## config.mk

```make
export PLATFORM = sky130hd
export DESIGN_NAME = flash_audio_stream_fsm
export DESIGN_NICKNAME = d
export VERILOG_FILES = /design/src/rtl/flash_audio_pkg.sv /design/src/rtl/flash_addr_ctr.sv /design/src/rtl/flash_audio_stream_fsm.sv
export SDC_FILE = /design/constraint.sdc
export NUM_CORES = 1
export LEC_CHECK = 0
export ABC_AREA = 1
export BUFFER_PORTS_ARGS = -buffer_cell sky130_fd_sc_hd__buf_2
export CORE_MARGIN = 3
export CORE_UTILIZATION = 45
export CTS_CLUSTER_SIZE = 25
export DETAILED_ROUTE_END_ITERATION = 8
export GPL_TIMING_DRIVEN = 0
export HOLD_SLACK_MARGIN = 0.15
export PLACE_DENSITY = 0.66
export SLEW_MARGIN = 0
export SYNTH_ARGS = -nofsm -noshare
export SYNTH_HDL_FRONTEND = slang
export SYNTH_SLANG_ARGS = --single-unit
```

## constraint.sdc

```tcl
create_clock -name clk -period 3 [get_ports clk]
set_input_delay 0.6 -clock clk [delete_from_list [all_inputs] [get_ports clk]]
set_output_delay 0.6 -clock clk [all_outputs]
set_load 0.1 [all_outputs]
```

## src/rtl/flash_audio_pkg.sv

```systemverilog
// Shared types for the flash audio streamer.
// FSM state encoding and sample-index sizing helper.
package flash_audio_pkg;

    typedef enum logic [2:0] {
        ST_IDLE = 3'd0,
        ST_REQ  = 3'd1,
        ST_WAIT = 3'd2,
        ST_PLAY = 3'd3,
        ST_ADV  = 3'd4
    } state_e;

    function automatic int samples_per_word(input int data_w, input int sample_w);
        return data_w / sample_w;
    endfunction

    function automatic int idx_width(input int samples);
        return (samples > 1) ? $clog2(samples) : 1;
    endfunction

endpackage

```

## src/rtl/flash_addr_ctr.sv

```systemverilog
// Up/down word-address counter confined to [ADDR_MIN, ADDR_MAX].
// Steps wrap at either end; loads jump to either edge of the window.
module flash_addr_ctr #(
    parameter int                ADDR_W   = 23,
    parameter logic [ADDR_W-1:0] ADDR_MIN = '0,
    parameter logic [ADDR_W-1:0] ADDR_MAX = 'h7FFFF
) (
    input  logic              clk,
    input  logic              reset,
    input  logic              load_min_i,
    input  logic              load_max_i,
    input  logic              inc_i,
    input  logic              dec_i,
    output logic [ADDR_W-1:0] addr_o
);

    logic [ADDR_W-1:0] addr_q;
    logic [ADDR_W-1:0] addr_d;

    always_comb begin
        addr_d = addr_q;
        unique case (1'b1)
            load_min_i: addr_d = ADDR_MIN;
            load_max_i: addr_d = ADDR_MAX;
            inc_i:
                addr_d = (addr_q == ADDR_MAX) ? ADDR_MIN
                                              : addr_q + ADDR_W'(1);
            dec_i:
                addr_d = (addr_q == ADDR_MIN) ? ADDR_MAX
                                              : addr_q - ADDR_W'(1);
            default: addr_d = addr_q;
        endcase
    end

    always_ff @(posedge clk or negedge reset) begin
        if (!reset) begin
            addr_q <= ADDR_MIN;
        end else begin
            addr_q <= addr_d;
        end
    end

    assign addr_o = addr_q;

endmodule

```

## src/rtl/flash_audio_stream_fsm.sv

```systemverilog
// Flash-to-audio streamer: fetches words over Avalon-MM, then
// emits one sample slice per sample_tick in forward or reverse order.
module flash_audio_stream_fsm
    import flash_audio_pkg::*;
#(
    parameter int                ADDR_W   = 23,
    parameter int                DATA_W   = 32,
    parameter int                SAMPLE_W = 16,
    parameter logic [ADDR_W-1:0] ADDR_MIN = '0,
    parameter logic [ADDR_W-1:0] ADDR_MAX = 'h7FFFF
) (
    input  logic                clk,
    input  logic                reset,
    input  logic                sample_tick,
    input  logic                play,
    input  logic                dir,
    input  logic                restart,
    output logic                flash_mem_read,
    output logic [ADDR_W-1:0]   flash_mem_address,
    input  logic                flash_mem_waitrequest,
    input  logic [DATA_W-1:0]   flash_mem_readdata,
    input  logic                flash_mem_readdatavalid,
    output logic [SAMPLE_W-1:0] audio_data,
    output logic                audio_valid,
    output logic                underrun
);

    localparam int SAMPLES = samples_per_word(DATA_W, SAMPLE_W);
    localparam int IDX_W   = idx_width(SAMPLES);
    localparam logic [IDX_W-1:0] IDX_LAST = IDX_W'(SAMPLES - 1);

    if (DATA_W % SAMPLE_W != 0) begin : g_width_chk
        $error("DATA_W must be a multiple of SAMPLE_W");
    end

    state_e              state_q;
    logic                read_q;
    logic                valid_q;
    logic                under_q;
    logic                pend_q;
    logic                wdir_q;
    logic [DATA_W-1:0]   data_q;
    logic [IDX_W-1:0]    idx_q;
    logic [SAMPLE_W-1:0] audio_q;

    logic                tick_go;
    logic                fetching;
    logic                accept;
    logic                rst_go;
    logic                ld_min;
    logic                ld_max;
    logic                step_inc;
    logic                step_dec;
    logic                last;
    logic [SAMPLE_W-1:0] slice;

    always_comb begin
        tick_go  = sample_tick & play;
        fetching = (state_q == ST_REQ) | (state_q == ST_WAIT)
                 | (state_q == ST_ADV);
        accept   = (state_q == ST_REQ) & ~flash_mem_waitrequest;
        // A restart seen in WAIT is deferred until the word lands.
        rst_go   = 1'b0;
        unique case (state_q)
            ST_IDLE, ST_PLAY, ST_ADV: rst_go = restart;
            ST_REQ:  rst_go = restart & flash_mem_waitrequest;
            ST_WAIT: rst_go = flash_mem_readdatavalid
                            & (pend_q | restart);
            default: rst_go = 1'b0;
        endcase
        ld_min   = rst_go & dir;
        ld_max   = rst_go & ~dir;
        step_inc = (state_q == ST_ADV) & ~restart & dir;
        step_dec = (state_q == ST_ADV) & ~restart & ~dir;
        last     = wdir_q ? (idx_q == IDX_LAST) : (idx_q == '0);
        slice    = data_q[int'(idx_q) * SAMPLE_W +: SAMPLE_W];
    end

    flash_addr_ctr #(
        .ADDR_W   (ADDR_W),
        .ADDR_MIN (ADDR_MIN),
        .ADDR_MAX (ADDR_MAX)
    ) u_addr (
        .clk        (clk),
        .reset      (reset),
        .load_min_i (ld_min),
        .load_max_i (ld_max),
        .inc_i      (step_inc),
        .dec_i      (step_dec),
        .addr_o     (flash_mem_address)
    );

    always_ff @(posedge clk or negedge reset) begin
        if (!reset) begin
            state_q <= ST_IDLE;
            read_q  <= 1'b0;
            valid_q <= 1'b0;
            under_q <= 1'b0;
            pend_q  <= 1'b0;
            wdir_q  <= 1'b1;
            data_q  <= '0;
            idx_q   <= '0;
            audio_q <= '0;
        end else begin
            valid_q <= 1'b0;
            if (restart) begin
                under_q <= 1'b0;
            end else if (fetching & tick_go) begin
                under_q <= 1'b1;
            end
            unique case (state_q)
                ST_IDLE: begin
                    if (play) begin
                        state_q <= ST_REQ;
                        read_q  <= 1'b1;
                    end
                end
                ST_REQ: begin
                    if (accept) begin
                        state_q <= ST_WAIT;
                        read_q  <= 1'b0;
                        pend_q  <= restart;
                    end
                end
                ST_WAIT: begin
                    if (restart) begin
                        pend_q <= 1'b1;
                    end
                    if (flash_mem_readdatavalid) begin
                        pend_q <= 1'b0;
                        if (pend_q | restart) begin
                            state_q <= ST_REQ;
                            read_q  <= 1'b1;
                        end else begin
                            data_q  <= flash_mem_readdata;
                            wdir_q  <= dir;
                            idx_q   <= dir ? '0 : IDX_LAST;
                            state_q <= ST_PLAY;
                        end
                    end
                end
                ST_PLAY: begin
                    if (restart) begin
                        state_q <= ST_REQ;
                        read_q  <= 1'b1;
                    end else if (tick_go) begin
                        audio_q <= slice;
                        valid_q <= 1'b1;
                        if (last) begin
                            state_q <= ST_ADV;
                        end else if (wdir_q) begin
                            idx_q <= idx_q + IDX_W'(1);
                        end else begin
                            idx_q <= idx_q - IDX_W'(1);
                        end
                    end
                end
                ST_ADV: begin
                    state_q <= ST_REQ;
                    read_q  <= 1'b1;
                end
                default: begin
                    state_q <= ST_IDLE;
                    read_q  <= 1'b0;
                end
            endcase
        end
    end

    assign flash_mem_read = read_q;
    assign audio_data     = audio_q;
    assign audio_valid    = valid_q;
    assign underrun       = under_q;

endmodule
```

==> impl_metrics.tcl, run 1 <==
set metrics [dict create \
    status "finished, final reports clean" \
    nFillCells 1056 \
    syn_area_um2 4866 \
    numCtsBuffers 9 \
    gp_congestion 0.9324 \
    clk_pin_slew_ps 100 \
    num_antenna_cells 0 \
    antenna_found_initial 0 \
    wl_um 14480 \
    holdPathEnd "data_q[31]$_DFFE_PN0P_" \
    relSlewSlack_pct 60.77 \
    drv_cap 0 \
    slowest_delay_ps 460 \
    worst_slew_pin_slew_ps 588.4 \
    syn_inst 664 \
    rsz0062_at_grt "false" \
    fin_ws_ps 850.6 \
    synth_top_area_share_pct 40.63 \
    yosys_most_used_dff "dfrtp_1" \
    synth_nets 706 \
    min_period_ps 2149 \
    setup_tns_ps 0 \
    hold_viol_final 0 \
    grt_pass1_wl_um 22900 \
    synth_most_common_cell "nand2_1" \
    cts_tree "yes" \
    insertion_delay_ps 380 \
    hold_path_depth 2 \
    start_kind "flop" \
    root_buffer "clkbuf_8" \
    cts_setup_buffers 0 \
    die_h_um 110.0 \
    final_util_pct 54.69 \
    ys_types 35 \
    drive_above_1_share_pct 21.13 \
    pre_cts_slack_ps 924.1 \
    slew_violations 0 \
    r2r_start "u_addr.addr_o[1]$_DFFE_PN0P_" \
    critical_path.max_fanout 7 \
    cp-startpoint "u_addr.addr_o[1]$_DFFE_PN0P_" \
    reg2reg_slack_ps 850 \
    fp.dieW_um 110.0 \
    ff_latch_area_um2 2003 \
    r2r_end "u_addr.addr_o[5]$_DFFE_PN0P_" \
    ir_drop_uv 825.2 \
    ctsResizeCount 0 \
    finalSetupViolations 0 \
    cts_sinks 80 \
    dieArea_um2 12100 \
    criticalPathCategory "flop to flop" \
    arrival_ps 2380 \
    fmax_mhz 465.2 \
    min_from "flash_mem_readdata[31]" \
    post-route-drc-count 0 \
    drt-wirelength-per-cell_um 16.12 \
    synthArstFlopShare_pct 100.0 \
    ys_warn_count 0 \
    drt-vias-per-instance 5.298 \
    yosysTopAreaCell "dfrtp_1" \
    synthTopCellsByArea "dfrtp_1 (41%), nand2_1 (11%), nor2_1 (8.9%)" \
    core_area_um2 10420 \
    port_buffers 81 \
    required_ps 3230 \
    ant_nets 0 \
    power_density_nw_per_um2 1260 \
    reg2reg_depth 8 \
    vias 4758 \
    htreeDepth 3 \
    multi_input_area_um2 2429 \
    fin_crit_sh_pct 71.65 \
    clock_skew_ps 16.78 \
    synth_seq_cells 80 \
    final_nets 800 \
    io_pins 82 \
    grt_overflow_total 0 \
    dp_hpwl_um 10750 \
    num_rows 37 \
    area_delta_synth_final_pct 17.07 \
    synth.avg_cell_area_um2 7.328 \
    end_kind "flop" \
    grt_max_degree 61 \
    hp-class "input pin to flop" \
    start_util_pct 46.71 \
    cp_slowest_cell "dfrtp_1" \
    ys_top_cells_by_count "nand2_1 (145), nor2_1 (116), dfrtp_1 (79)" \
    power_leakage_uw 0.002877 \
    dr.pass1.iters 5 \
    synth_edf_count 0 \
    ctsLongestPathBuffers 2 \
    ctsHoldBuffers 1 \
    grt_pass1_vias 4630 \
    path_cells "ha_1, nand2_1, nor2_2, nand2_2, nor2_2, nand2_1, nand3_1, nand4_1" \
    yosysSeqAreaShare_pct 41.17 \
    drt-initial-drc-count 363 \
    track_usage_pct 24.82 \
]
## power breakdown
group | total (uW) | internal, uW | switching, uW
sequential | 1920 | 1570 | 351
clock | 922 | 471 | 452
combinational | 4330 | 989 | 3340
total | 7180 | 3030 | 4150
## final cells by class
type,count,share of cell area [%]
Sequential cell,80,35.16
Multi-Input combinational cell,486,42.63
Timing Repair Buffer,83,7.819
Clock buffer,9,2.174
Tap cell,136,2.987
Clock inverter,6,1.603
Buffer,27,2.899
Inverter,71,4.722
## sequential cells by signal (all words and copies together) (netlist names), 3 cells and up
register and cells:
audio_data 16, data_q 32, state_q 3, u_addr.addr_o 23
## routing by layer
metal	part of all wire, %	vias to the layer above	global-route usage [%]	wire length, um
li1	-	2337	-	-
met1	46	2271	34.85	6606
met2	48	134	39.73	6889
met3	5.3	16	3.494	766
met4	1.5	0	7.569	216
met5	0	-	0	0
## layout by cell type (no fill, tap or decap), types with 8 or more instances in the layout
master	n
a21oi_1	53
xor2_1	8
buf_2	87
o21ai_0	23
nand2_1	145
dfrtp_1	79
mux2_4	10
clkbuf_1	8
clkbuf_8	9
inv_1	63
nand3_1	61
nor2_2	8
nor2_1	116
nand4_1	23
## metrics by stage
step,cells,hold slack (ps),total power (uW),cell area (um2)
floorplan,664,304.4,5370,4866
global placement,881,475.5,6178,5441
detailed placement,882,481.3,6257,5472
CTS,898,430.6,7191,5697
global route,898,429.5,7659,5697
finish,898,441.5,7179,5697
## logic make-up (layout without fill, tap and decap cells)
logic type / Yosys count / after routing / synth area share, %
mux: 16 / 16 / 4.474
compound gates: 87 / 87 / 9.514
buf+inv: 98 / 196 / 8.923
fa+ha+maj: 2 / 2 / 0.5142
flops: 80 / 80 / 41.17
simple gates: 373 / 373 / 33.97
xor+xnor: 8 / 8 / 1.440
## critical path: cells and delay by family, from the launching register on
family                     cells  cell delay, ps
DFF                            1             460
adders and majority gates      1             210
and+or+nand+nor                7            1300
## worst max path at each step
stage	to	slack [ps]	cells past startpoint
after floorplan	u_addr.addr_o[22]$_DFFE_PN0P_	700	10
after CTS	u_addr.addr_o[5]$_DFFE_PN0P_	890	8
final	u_addr.addr_o[5]$_DFFE_PN0P_	850	8
after global routing	u_addr.addr_o[18]$_DFFE_PN0P_	680	9
after global placement	data_q[30]$_DFFE_PN0P_	650	1
after detailed placement	u_addr.addr_o[17]$_DFFE_PN0P_	920	8
(Power assumes the default switching activity.)
==> run 2: changes to the inputs <==
- ABC_AREA: 1 -> 0
- PLACE_DENSITY: 0.66 -> 0.67
- clock period: 3 -> 2 ns (I/O delays scaled with it)
==> impl_metrics.tcl, run 2 <==
set metrics [dict create \
    cp_slowest_cell "dfrtp_4" \
    root_buffer "clkbuf_8" \
    required_ps 2240 \
    relSlewSlack_pct 50.17 \
    start_kind "flop" \
    violations "negative setup slack" \
    ys_warn_count 0 \
    setup_tns_ps -448.9 \
    criticalPathCategory "flop to flop" \
    io_pins 82 \
    hold_viol_final 0 \
    ys_types 62 \
    fp.dieW_um 105.3 \
    arrival_ps 2370 \
    ant_nets 0 \
    ir_drop_uv 1107 \
    grt_overflow_total 0 \
    num_antenna_cells 0 \
    dp_cells 662 \
    status "finished, violations left" \
    path_cells "buf_4, nor2_2, nand4_1, buf_6, or2_4, a221o_1, a21oi_1, nand3_1" \
    vias 4219 \
    port_buffers 81 \
    yosys_most_used_dff "dfrtp_1" \
    drive_above_1_share_pct 47.66 \
    core_area_um2 9415 \
    gp_congestion 0.8697 \
    synthArstFlopShare_pct 100.0 \
    ys_top_cells_by_count "dfrtp_1 (79), nor2_1 (45), a21oi_1 (39)" \
    end_kind "flop" \
    clk_pin_slew_ps 100 \
    final_nets 635 \
    fin_ws_ps -136.5 \
    track_usage_pct 22.54 \
    slowest_delay_ps 520 \
    drt-wirelength-per-cell_um 18.05 \
    die_h_um 105.3 \
    largest_register_ffs 32 \
    dp_hpwl_um 8137 \
    synth_top_area_share_pct 44.58 \
    area_delta_synth_final_pct 38.74 \
    drt-vias-per-instance 5.803 \
    drt-initial-drc-count 322 \
    grt_pass1_vias 4131 \
    syn_inst 451 \
    mostFrequentLayoutCells "buf_2 (82), dfrtp_1 (55), buf_4 (51)" \
    critical_path.max_fanout 5 \
    drv_cap 0 \
    finalPower_uw 10970 \
    syn_area_um2 4434 \
    cts_tree "yes" \
    num_rows 35 \
    power_density_nw_per_um2 1782 \
    cts_sinks 80 \
    fin_crit_sh_pct 106.8 \
    synthTopCellsByArea "dfrtp_1 (45%), mux2_2 (8.4%), a21oi_1 (4.4%)" \
    insertion_delay_ps 360 \
    yosysTopAreaCell "dfrtp_1" \
    clock_skew_ps 14.67 \
    finalSetupViolations 8 \
    hold_slack_ps 263.7 \
    synth_most_common_cell "dfrtp_1" \
    slew_violations 0 \
    post-route-drc-count 0 \
    wl_um 13130 \
    final_common_cell "buf_2" \
    min_period_ps 2136 \
    synth_nets 493 \
    fmax_mhz 468.1 \
    top_register "data_q" \
    dr.pass1.iters 5 \
    yosysSeqAreaShare_pct 45.17 \
    worst_slew_pin_slew_ps 747.5 \
    fin_cells 727 \
    grt_max_degree 62 \
    ctsLongestPathBuffers 2 \
    numCtsBuffers 9 \
    synth.avg_cell_area_um2 9.832 \
    start_util_pct 47.10 \
    synth_edf_count 0 \
    power_leakage_uw 0.002710 \
    synth_seq_cells 80 \
    antenna_found_initial 0 \
    rsz0062_at_grt "true" \
    dieArea_um2 11080 \
    grt_pass1_wl_um 20200 \
    htreeDepth 3 \
    hp-class "input pin to flop" \
]
==> run 2: stage by stage <==
| stage | instance area [um2] | setup slack, ps | utilization, % |
|---|---|---|---|
| floorplan | 4606 | -260.2 | - |
| global placement | 5172 | -477.4 | 54.94 |
| detailed placement | 5202 | -505.2 | 55.26 |
| CTS | 5842 | -65.09 | 62.05 |
| global route | 6152 | -178.4 | 65.34 |
| finish | 6152 | -136.5 | 65.34 |
==> run 2: layout make-up <==
type / instances / area (um2)
Buffer: 21 / 150.1
Multi-Input combinational cell: 335 / 2601
Tap cell: 129 / 161.4
Sequential cell: 80 / 2071
Timing Repair Buffer: 139 / 922.1
Fill cell: 775 / 3263
Clock buffer: 10 / 127.6
Inverter: 7 / 26.28
Clock inverter: 6 / 92.59
==> run 2: power by group <==
group | internal (uW) | switching [uW] | total, uW
Sequential | 2470 | 746 | 3220
Combinational | 1870 | 4520 | 6380
Clock | 713 | 652 | 1370
Total | 5050 | 5910 | 11000
==> run 2: worst paths after layout <==
path / from / endpoint / slack [ps] / depth (start not counted)
max: u_addr.addr_o[1]$_DFFE_PN0P_ / u_addr.addr_o[15]$_DFFE_PN0P_ / -140 / 8
min: flash_mem_readdata[24] / data_q[24]$_DFFE_PN0P_ / 260 / 2
max reg2reg: u_addr.addr_o[1]$_DFFE_PN0P_ / u_addr.addr_o[15]$_DFFE_PN0P_ / -140 / 8
min reg2reg: u_addr.addr_o[22]$_DFFE_PN0P_ / u_addr.addr_o[22]$_DFFE_PN0P_ / 510 / 1
max in group asynchronous: reset / wdir_q$_DFFE_PN1P_ / 900 / 3
min in group asynchronous: reset / u_addr.addr_o[2]$_DFFE_PN0P_ / 480 / 2
==> run 2: timing repair <==
item / CTS / global route
gates cloned: 1 / 1
gates resized for setup: 53 / 36
buffers inserted: 27 / 29
setup endpoints to repair: 70 / 72
pin swaps: 25 / 22
hold buffers: 1 / 0
endpoints found under the hold margin: 19 / 0
==> run 2: critical path, delay by kind of cell (launching register included) <==
| family | cells | cell delay, ps |
|---|---|---|
| DFF | 1 | 520 |
| AOI/OAI and AO/OA | 2 | 410 |
| and+or+nand+nor | 4 | 740 |
| buffers and inverters | 2 | 340 |
==> run 2: logic make-up (layout without fill, tap and decap cells) <==
logic type | Yosys count | count (layout) | synth area share (%)
adders and majority gates | 2 | 2 | 0.5642
AOI/OAI and AO/OA | 103 | 103 | 14.76
muxes | 51 | 51 | 12.44
buffers and inverters | 37 | 183 | 3.668
and+or+nand+nor | 160 | 161 | 19.84
DFF | 80 | 80 | 45.18
xor gates and xnor gates | 18 | 18 | 3.555
==> run 2: layer usage <==
metal,global-route usage (%),vias to the layer above,share of wire (%)
li1,-,1937,-
met1,28.83,2058,40
met2,36.48,190,49
met3,6.614,34,8.2
met4,7.873,0,2.9
met5,0,-,0
